[src/rtl/booth_datapath.sv]
// -----------------------------------------------------------------------------
// booth_datapath
//
// Radix-2 Booth signed-multiplier datapath for the 8-bit ALU. The ALU control
// unit drives one-hot micro-operation strobes. This block holds the operand and
// partial-product registers and reports the status bits the controller branches
// on.
//
// Ports
//   clk                 rising-edge clock
//   reset               synchronous, active-high reset (clears every register)
//   multiplicand        signed operand M, captured on booth_load
//   multiplier          signed operand Q, captured on booth_load
//   booth_load          initialise all registers from the operands
//   booth_add_en        A <= A + M
//   booth_sub_en        A <= A - M (wins over booth_add_en)
//   booth_shift_en      arithmetic right shift of {A,Q,Q_1}; dropped when
//                       add or sub is active in the same cycle
//   booth_count_en      decrement the iteration counter, saturating at zero
//   booth_bits          {Q[0], Q_1}, the Booth recoding pair
//   booth_counter_done  high while the iteration counter is zero
//   product             {A[WIDTH-1:0], Q}, the signed 2*WIDTH-bit product
//   product_valid       registered; set by the count strobe that finds the
//                       counter already at zero
// -----------------------------------------------------------------------------
module booth_datapath #(
   parameter int WIDTH = 8,
   parameter int CNT_W = 4
) (
   input  logic                 clk,
   input  logic                 reset,
   input  logic [WIDTH-1:0]     multiplicand,
   input  logic [WIDTH-1:0]     multiplier,
   input  logic                 booth_load,
   input  logic                 booth_add_en,
   input  logic                 booth_sub_en,
   input  logic                 booth_shift_en,
   input  logic                 booth_count_en,
   output logic [1:0]           booth_bits,
   output logic                 booth_counter_done,
   output logic [2*WIDTH-1:0]   product,
   output logic                 product_valid
);

   localparam logic [CNT_W-1:0] CNT_ZERO = {CNT_W{1'b0}};
   localparam logic [CNT_W-1:0] CNT_ONE  = {{(CNT_W-1){1'b0}}, 1'b1};
   localparam logic [CNT_W-1:0] CNT_INIT = CNT_W'(WIDTH - 1);
   localparam logic [WIDTH:0]   EXT_ZERO = {(WIDTH+1){1'b0}};
   localparam logic [WIDTH-1:0] OP_ZERO  = {WIDTH{1'b0}};

   // M and A carry one guard bit. This lets A - M stay representable when
   // M = -2^(WIDTH-1).
   logic [WIDTH:0]     m_r;
   logic [WIDTH:0]     a_r;
   logic [WIDTH-1:0]   q_r;
   logic               q1_r;
   logic [CNT_W-1:0]   count_r;
   logic               valid_r;

   logic [WIDTH:0]     m_s;
   logic [WIDTH:0]     a_s;
   logic [WIDTH-1:0]   q_s;
   logic               q1_s;
   logic [CNT_W-1:0]   count_s;
   logic               valid_s;

   // Next-state logic. Priority: load, then sub, then add, then shift. The
   // counter path runs independently of the arithmetic path.
   always_comb begin
      m_s     = m_r;
      a_s     = a_r;
      q_s     = q_r;
      q1_s    = q1_r;
      count_s = count_r;
      valid_s = valid_r;

      if (booth_load) begin
         m_s     = {multiplicand[WIDTH-1], multiplicand};
         a_s     = EXT_ZERO;
         q_s     = multiplier;
         q1_s    = 1'b0;
         count_s = CNT_INIT;
         valid_s = 1'b0;
      end else begin
         if (booth_sub_en) begin
            a_s = a_r - m_r;
         end else if (booth_add_en) begin
            a_s = a_r + m_r;
         end else if (booth_shift_en) begin
            // The sign of A is replicated, and the old Q_1 falls off the end.
            {a_s, q_s, q1_s} = {a_r[WIDTH], a_r, q_r};
         end else begin
            a_s = a_r;
         end

         if (booth_count_en) begin
            if (count_r != CNT_ZERO) begin
               count_s = count_r - CNT_ONE;
            end else begin
               // The counter saturates at zero. The count that finds it there
               // closes the multiply.
               valid_s = 1'b1;
            end
         end else begin
            count_s = count_r;
         end
      end
   end

   // State registers with synchronous reset.
   always_ff @(posedge clk) begin
      if (reset) begin
         m_r     <= EXT_ZERO;
         a_r     <= EXT_ZERO;
         q_r     <= OP_ZERO;
         q1_r    <= 1'b0;
         count_r <= CNT_ZERO;
         valid_r <= 1'b0;
      end else begin
         m_r     <= m_s;
         a_r     <= a_s;
         q_r     <= q_s;
         q1_r    <= q1_s;
         count_r <= count_s;
         valid_r <= valid_s;
      end
   end

   // Status and product views decoded directly from the registers.
   always_comb begin
      booth_bits         = {q_r[0], q1_r};
      booth_counter_done = (count_r == CNT_ZERO);
      product            = {a_r[WIDTH-1:0], q_r};
      product_valid      = valid_r;
   end

endmodule

[config.mk]
export PLATFORM = sky130hd
export DESIGN_NAME = booth_datapath
export DESIGN_NICKNAME = d
export VERILOG_FILES = /design/src/rtl/booth_datapath.sv
export SDC_FILE = /design/constraint.sdc
export NUM_CORES = 1
export LEC_CHECK = 0
export ABC_CLOCK_PERIOD_IN_PS = 2900
export CAP_MARGIN = 20
export CORE_UTILIZATION = 40
export DETAILED_ROUTE_END_ITERATION = 10
export HOLD_SLACK_MARGIN = 0.03
export RECOVER_POWER = 50
export SLEW_MARGIN = 20
export SYNTH_ARGS = -nofsm -noshare
export SYNTH_HDL_FRONTEND = slang
export SYNTH_SLANG_ARGS = --single-unit
[constraint.sdc]
create_clock -name clk -period 2.9 [get_ports clk]
set_clock_uncertainty 0.05 [all_clocks]
set_input_delay 0.58 -clock clk [delete_from_list [all_inputs] [get_ports clk]]
set_output_delay 0.58 -clock clk [all_outputs]
set_load 0.01 [all_outputs]
Yosys cells after proc, flatten, opt, wreduce, memory -nomap -nowiden
Index checks and enable logic that the tools add are counted.
W data, S select, Z words.
- word-level logic and storage cells: 39
- input port bits: 23
- bits in registers: 31
- output and inout port bits: 20
- reductions and logical operators: 13
- multiplexer cells: 10
- equality and inequality tests: 2
- add/sub/neg operators: 3
- bitwise gates (word level): 3
- operators by type and width (kind ; number):
    $mux W8 ; 5
    $mux W9 ; 2
    $add A9 B9 Y9 ; 1
    $mux W3 ; 3
    $sub A9 B9 Y9 ; 1
    $reduce_bool A2 Y1 ; 4
    $reduce_and A2 Y1 ; 3
    $reduce_and A3 Y1 ; 2
    $logic_not A4 Y1 ; 1
    $ne A2 B2 Y1 const B ; 2
    $reduce_bool A4 Y1 ; 1
    $sub A4 B1 Y4 const B ; 1
    $not A1 Y1 ; 3
    $reduce_bool A3 Y1 ; 1
    $reduce_or A2 Y1 ; 1

Depth between registers and ports, before layout
Gate-level depths: netlist (run 1).
- word-level depth: 4
- depth in mapped cells: 9
- depth with buffers taken out: 9

Worst setup path after synthesis (run 1)
No wires, ideal clock.
- path type: register -> register
- from: reg a_r[0]
- to: reg a_r[8]
- path buffers: 0
- stages on the path, launching flop included: 10
- clock period less this slack: 2.124 ns
- setup slack: 0.776 ns
- required time: 2.735 ns
- setup time: 0.115 ns
- arrival time: 1.959 ns
- cell sequence: dfxtp_1 inv_1 ha_1 fa_1 nor2b_1 o31a_1 o22ai_2 o221a_1 o21a_1 o21a_1
- word-level cells in the longest chain between the ends: 3
- elaborated cells between the ends (all ways): 4
- those cells by class: add/sub: 2; mux: 2
- ends and longest elaborated chain (what ; line ; RTL):
    from (decl) ; 54 ; logic [WIDTH:0] a_r;
    from (signal assigned) ; 121 ; a_r <= a_s;
    $add A9 B9 Y9 ; 88 ; a_s = a_r + m_r;
    $mux W9 ; 87 ; end else if (booth_add_en) begin
    $mux W9 * ; 85 ; if (booth_sub_en) begin
Mark *: on every way between the ends. The rest lies on a longest branch, timed or not. The select of a mux whose other input is x is not followed.
A chain may end at the register's enable or synchronous reset.

Worst setup path after layout (run 1)
- from: reg count_r[0]
- to: out booth_counter_done
- word-level cells in the longest chain between the ends: 1
- ends and longest elaborated chain (what ; line ; RTL):
    from (decl) ; 57 ; logic [CNT_W-1:0] count_r;
    from (signal assigned) ; 124 ; count_r <= count_s;
    $logic_not A4 Y1 ; 132 ; booth_counter_done = (count_r == CNT_ZERO);
    to (decl) ; 40 ; output logic booth_counter_done,
Every way passes these cells.

==> run_results.csv, run 1 <==
group,metric,value,unit
route,drc_errors,0,
worst_setup_path,rrSetupSlack,0.55,ns
synth,yosys-top-cells-area,"dfxtp_1, ha_1, mux2i_1, nor2_1, a21oi_1",
global_route,grt_usage,19.6,%
layout,ff_latch_area,621,um^2
synth,synth_edf_count,0,
sta,rsz0062_at_grt,"no",
worst_setup_path,crit_start,"count_r[0]$_SDFFE_PP0P_",
synth,synth_top_area_cell,"dfxtp_1",
synth,async_flop_share,0,%
worst_setup_path,required,2.27,ns
synth,ys_warn_count,0,
layout,num-fill-cells,505,
floorplan,start_util,42.1,%
placement,hpwl,4120,um
sta,finalCritPeriodShare,81.1,%
synth,muxShareOfSynthArea,8.22,%
route,routed_wl,5370,um
floorplan,die-area,0.00578,mm^2
synth,yosys-top-cells-count,"nor2_1, dfxtp_1, a21oi_1",
synth,synth_top_area_share,28.3,%
route,wire_per_inst,14.5,um
synth,seq_area_frac_synth,28.3,%
global_route,grt_pass1_wl,8980,um
worst_setup_path,cp-end-kind,"output pin",
layout,n_antenna_cell,0,
route,via_per_inst,5.31,
synth,synth_area,0.00219,mm^2
sta,relSlewSlack,26.2,%
layout,drive_above_1_share,6.33,%
clock_network,cts_tree,"yes",
sta,timing.final.crit_period,2.35,ns
power,ir_worst_vdd,0.276,mV
sta,fmax,0.425,GHz
clock_network,cts-root-buf,"clkbuf_8",
synth,yosys.cell_types.count,52,
synth,synth_ff_type,"dfxtp_1",
layout,final_nets,342,
worst_setup_path,endpoint,"booth_counter_done",
synth,synth-seq-cells,31,
sta,setup_viol,0,
clock_network,clock_latency,0.28,ns
clock_network,h-tree-depth,2,
synth,yosysMostFrequentCell,"nor2_1",
sta,slew_violations,0,
synth,yosys.area_share.simple,18.5,%
clock_network,cts_buffer_depth,2,
synth,syn_area_per_cell,8.21,um^2
worst_setup_path,crit_type,"register to output pin",
floorplan,die_y,76.0,um
sta,tightest_slew,1.11,ns
outcome,status,"finished, final reports clean",
job,cap_violations,0,
clock_network,post_cts_resized,0,
synth,synthAdderAreaFrac,11.5,%
power,p_leak,1.13,nW
worst_setup_path,arrival,1.72,ns
placement,gp_congestion,0.778,
global_route,antenna_found_initial,0,
hold_path,hold_class,"register to register",
placement,io_buffers,42,
synth,synthesis.instances,267,
power,p_total,1.18,mW
clock_network,clk_pin_slew,0.06,ns
route,vias,1963,
floorplan,die_w,76.0,um
synth,synth_xor_area_share,2.00,%
power,powerDensity,438,mW/mm^2
synth,syn-num-nets,309,
synth,synth_top_family_by_area,"compound AO/OA/AOI/OAI gates",
worst_setup_path,start_kind,"register",
clock_network,cts.sinks,31,
route,drt-initial-drc-count,126,
worst_setup_path,r2r-end,"a_r[8]$_SDFFE_PP0P_",
global_route,grt_max_degree,25,
sta,final-hold-violation-count,0,
worst_setup_path,r2r_cells,9,
worst_setup_path,crit-reg2reg-launch,"a_r[0]$_SDFFE_PP0P_",
worst_setup_path,cp_max_fo,3,
layout,multi_input_comb_area,0.00137,mm^2
floorplan,ios,43,
floorplan,row_count,26,
clock_network,ctsHoldBuffers,0,
global_route,grt_overflow,0,
synth,synth_compound_area_share,22.2,%
layout,area_growth,22.9,%
clock_network,cts_buffers,5,
sta,tns,0,ns
global_route,grt_pass1_vias,1847,
route,dr.pass1.iters,4,
clock_network,post_cts_buffers,0,
floorplan,core_region_area,0.00520,mm^2
route,ant_nets,0,
state kept, by name, indices dropped and copies added, names as in the netlist:
name,cells
a_r,9
m_r,8
q_r,8
count_r,4
product_valid,1
q1_r,1
per-layer routing:
metal / wire [um] / track usage, %
met2: 2500 / 31.9
met3: 252 / 5.39
met4: 21 / 2.88
met5: 0 / 0
met1: 2600 / 26.3
logic make-up after synthesis:
family	after synthesis
compound gates	68
xor+xnor	5
fa+ha+maj	19
buf+inv	41
flops	31
mux	18
simple gates	85
worst min-delay path by stage:
stage | start | cells past startpoint | slack, ns | to
finish | product_valid$_SDFFE_PP0P_ | 2 | 0.43 | product_valid$_SDFFE_PP0P_
global placement | product_valid$_SDFFE_PP0P_ | 2 | 0.43 | product_valid$_SDFFE_PP0P_
detailed placement | product_valid$_SDFFE_PP0P_ | 2 | 0.42 | product_valid$_SDFFE_PP0P_
floorplan | q1_r$_SDFFE_PP0P_ | 2 | 0.41 | q1_r$_SDFFE_PP0P_
CTS | product_valid$_SDFFE_PP0P_ | 2 | 0.44 | product_valid$_SDFFE_PP0P_
global route | product_valid$_SDFFE_PP0P_ | 2 | 0.46 | product_valid$_SDFFE_PP0P_
cells in the final DEF (no fill, tap or decap), types with 4 or more instances in the layout:
master,instances
a211oi_1,5
a21oi_1,21
buf_4,4
clkbuf_8,6
clkdlybuf4s50_1,29
dfxtp_1,31
dlygate4sd3_1,13
ha_1,17
inv_1,19
mux2i_1,18
nand2_1,7
nand2b_1,5
nor2_1,46
nor3_1,4
o211ai_1,4
o21a_1,6
o21ai_0,9
final cells by class:
type	count	share of cell area (%)
Clock inverter	1	0.186
Tap cell	70	3.25
Clock buffer	6	3.07
Timing Repair Buffer	48	17.0
Sequential cell	31	23.0
Inverter	19	2.65
Multi-Input combinational cell	195	50.8
where the power goes:
part / leakage, nW / internal [mW] / switching, mW
Sequential: 0.255 / 0.454 / 0.0306
Combinational: 0.826 / 0.176 / 0.175
Clock: 0.0470 / 0.186 / 0.159
Total: 1.13 / 0.816 / 0.364
worst max-delay path, stage by stage (launching register included):
cell and delay (ns):
dfxtp_1 0.32, inv_1 0.06, ha_1 0.17, nor3b_1 0.29, clkdlybuf4s50_1 0.60
metrics by stage:
step	instances	cell area (um^2)	hold slack, ns	utilization [%]	setup slack, ns
3_3_place_gp	363	2610	0.429	50.2	0.467
6_report	370	2690	0.433	51.8	0.549
2_1_floorplan	267	2190	0.412	-	0.776
4_1_cts	370	2700	0.437	51.9	0.520
5_1_grt	370	2690	0.455	51.8	0.345
3_5_place_dp	363	2610	0.421	50.2	0.403
Note: power is estimated with default switching activity, not from simulation.
==> inputs of run 2 (changes only) <==
Settings changed: ABC_CLOCK_PERIOD_IN_PS 2900 to 2400.
Clock period 2.9 ns to 2.4 ns, I/O delays scaled along.
==> run 2 against run 1 <==
- first-iteration DRC count shrank 17%
- flip-flop and latch count unchanged
- final area rose by 3.5%
- via count rose by 1.6%
- sequential share of layout area shrank 0.78 points
- sequential power is 20% higher
- clock power up 19%
==> run_results.csv, run 2 (same netlist as run 1, synthesis figures left out) <==
group,metric,value,unit
outcome,status,"finished, final reports clean",
clock_network,cts-root-buf,"clkbuf_8",
global_route,antenna_found_initial,0,
sta,rsz0062_at_grt,"no",
layout,largest-register,"a_r",
worst_setup_path,start_kind,"register",
route,drc_errors,0,
global_route,grt_usage,19.9,%
floorplan,die_w,76.0,um
hold_path,hp-start,"product_valid$_SDFFE_PP0P_",
floorplan,die_y,76.0,um
worst_setup_path,r2r-end,"a_r[8]$_SDFFE_PP0P_",
clock_network,clk_pin_slew,0.07,ns
worst_setup_path,crit_type,"register to register",
layout,area_growth,27.2,%
placement,gp_congestion,0.882,
global_route,grt_pass1_wl,9120,um
layout,final_nets,354,
sta,fmax,0.438,GHz
power,p_leak,1.19,nW
power,powerDensity,516,mW/mm^2
global_route,grt_max_degree,15,
layout,stdcell_count,382,
placement,hpwl,4360,um
worst_setup_path,r2r_cells,9,
worst_setup_path,crit-reg2reg-launch,"a_r[0]$_SDFFE_PP0P_",
sta,finalWorstSetupSlack,0.117,ns
clock_network,cts_buffer_depth,2,
sta,tightest_slew,0.681,ns
worst_setup_path,rrSetupSlack,0.12,ns
hold_path,hold_class,"register to register",
layout,mostFrequentLayoutCell,"nor2_1",
sta,final-hold-violation-count,0,
route,drt-initial-drc-count,105,
layout,largest_reg_flops,9,
floorplan,ios,43,
clock_network,cts_buffers,5,
floorplan,die-area,0.00578,mm^2
clock_network,cts.sinks,31,
sta,setup_viol,0,
worst_setup_path,cp_max_fo,4,
clock_network,ctsHoldBuffers,0,
floorplan,row_count,26,
route,routed_wl,5550,um
clock_network,h-tree-depth,2,
hold_path,min_path_cells,2,
worst_setup_path,arrival,2.41,ns
layout,fin_util,53.6,%
layout,n_antenna_cell,0,
power,p_total,1.44,mW
sta,hold-worst-slack,0.427,ns
clock_network,clock_latency,0.28,ns
placement,dpl_cell_area,0.00270,mm^2
route,via_per_inst,5.22,
layout,top_regs,"a_r (9), m_r (8), q_r (8)",
clock_network,cts_tree,"yes",
placement,io_buffers,42,
route,vias,1994,
route,dr.pass1.iters,4,
route,wire_per_inst,14.5,um
global_route,grt_pass1_vias,1912,
sta,slew_violations,0,
sta,relSlewSlack,54.6,%
layout,final_cell_mix,"nor2_1, dfxtp_1, clkdlybuf4s50_1",
placement,dp_slack,0.0952,ns
job,cap_violations,0,
placement,place_inst,375,
worst_setup_path,required,2.52,ns
power,ir_worst_vdd,0.240,mV
global_route,grt_overflow,0,
sta,finalCritPeriodShare,95.1,%
sta,timing.final.crit_period,2.28,ns
worst_setup_path,cp-end-kind,"register",
layout,drive_above_1_share,10.3,%
floorplan,start_util,42.1,%
sta,tns,0,ns
layout,fin_area,0.00279,mm^2
hold_path,min_to,"product_valid$_SDFFE_PP0P_",
floorplan,core_region_area,0.00520,mm^2
route,ant_nets,0,
[run 2: area by class of cell]
cell class / count / area (um^2)
fill: 513 / 2420
multi-input combinational: 195 / 1380
sequential: 31 / 621
timing repair buffer: 60 / 544
tap: 70 / 87.6
clock buffer: 6 / 82.6
inverter: 19 / 71.3
clock inverter: 1 / 5.00
[run 2: where the power goes]
group	internal (mW)	switching [mW]
sequential	0.548	0.0314
combinational	0.228	0.220
clock	0.225	0.186
[run 2: worst max path at each step]
| stage | startpoint | endpoint | slack (ns) | cells after the start |
|---|---|---|---|---|
| after floorplan | a_r[0]$_SDFFE_PP0P_ | a_r[8]$_SDFFE_PP0P_ | 0.28 | 9 |
| after global placement | a_r[0]$_SDFFE_PP0P_ | a_r[8]$_SDFFE_PP0P_ | 0.18 | 9 |
| after detailed placement | a_r[0]$_SDFFE_PP0P_ | a_r[8]$_SDFFE_PP0P_ | 0.1 | 9 |
| after CTS | count_r[0]$_SDFFE_PP0P_ | booth_counter_done | 0.03 | 4 |
| after global routing | a_r[0]$_SDFFE_PP0P_ | a_r[8]$_SDFFE_PP0P_ | 0.02 | 9 |
| final | a_r[0]$_SDFFE_PP0P_ | a_r[8]$_SDFFE_PP0P_ | 0.12 | 9 |
[run 2: repair_timing]
| item | CTS | global route |
|---|---|---|
| setup buffers | 0 | 0 |
| setup endpoints to repair | 0 | 2 |
| gates resized for setup | 0 | 2 |
[run 2: worst max-delay path, cell delays in order, from the launching register on]
cell	delay, ns
dfxtp_1	0.37
inv_1	0.08
ha_1	0.23
fa_2	0.37
nor2b_1	0.15
o31a_1	0.23
o22ai_2	0.10
o221a_1	0.25
o21a_1	0.17
o21a_1	0.17
[run 2: routing by layer]
| metal | GRT usage, % | share of wire (%) | vias to the layer above |
|---|---|---|---|
| met4 | 6.15 | 0.99 | 0 |
| met1 | 27.0 | 50 | 918 |
| li1 | - | - | 1023 |
| met5 | 0 | 0 | - |
| met2 | 32.0 | 46 | 48 |
| met3 | 3.83 | 3.4 | 5 |
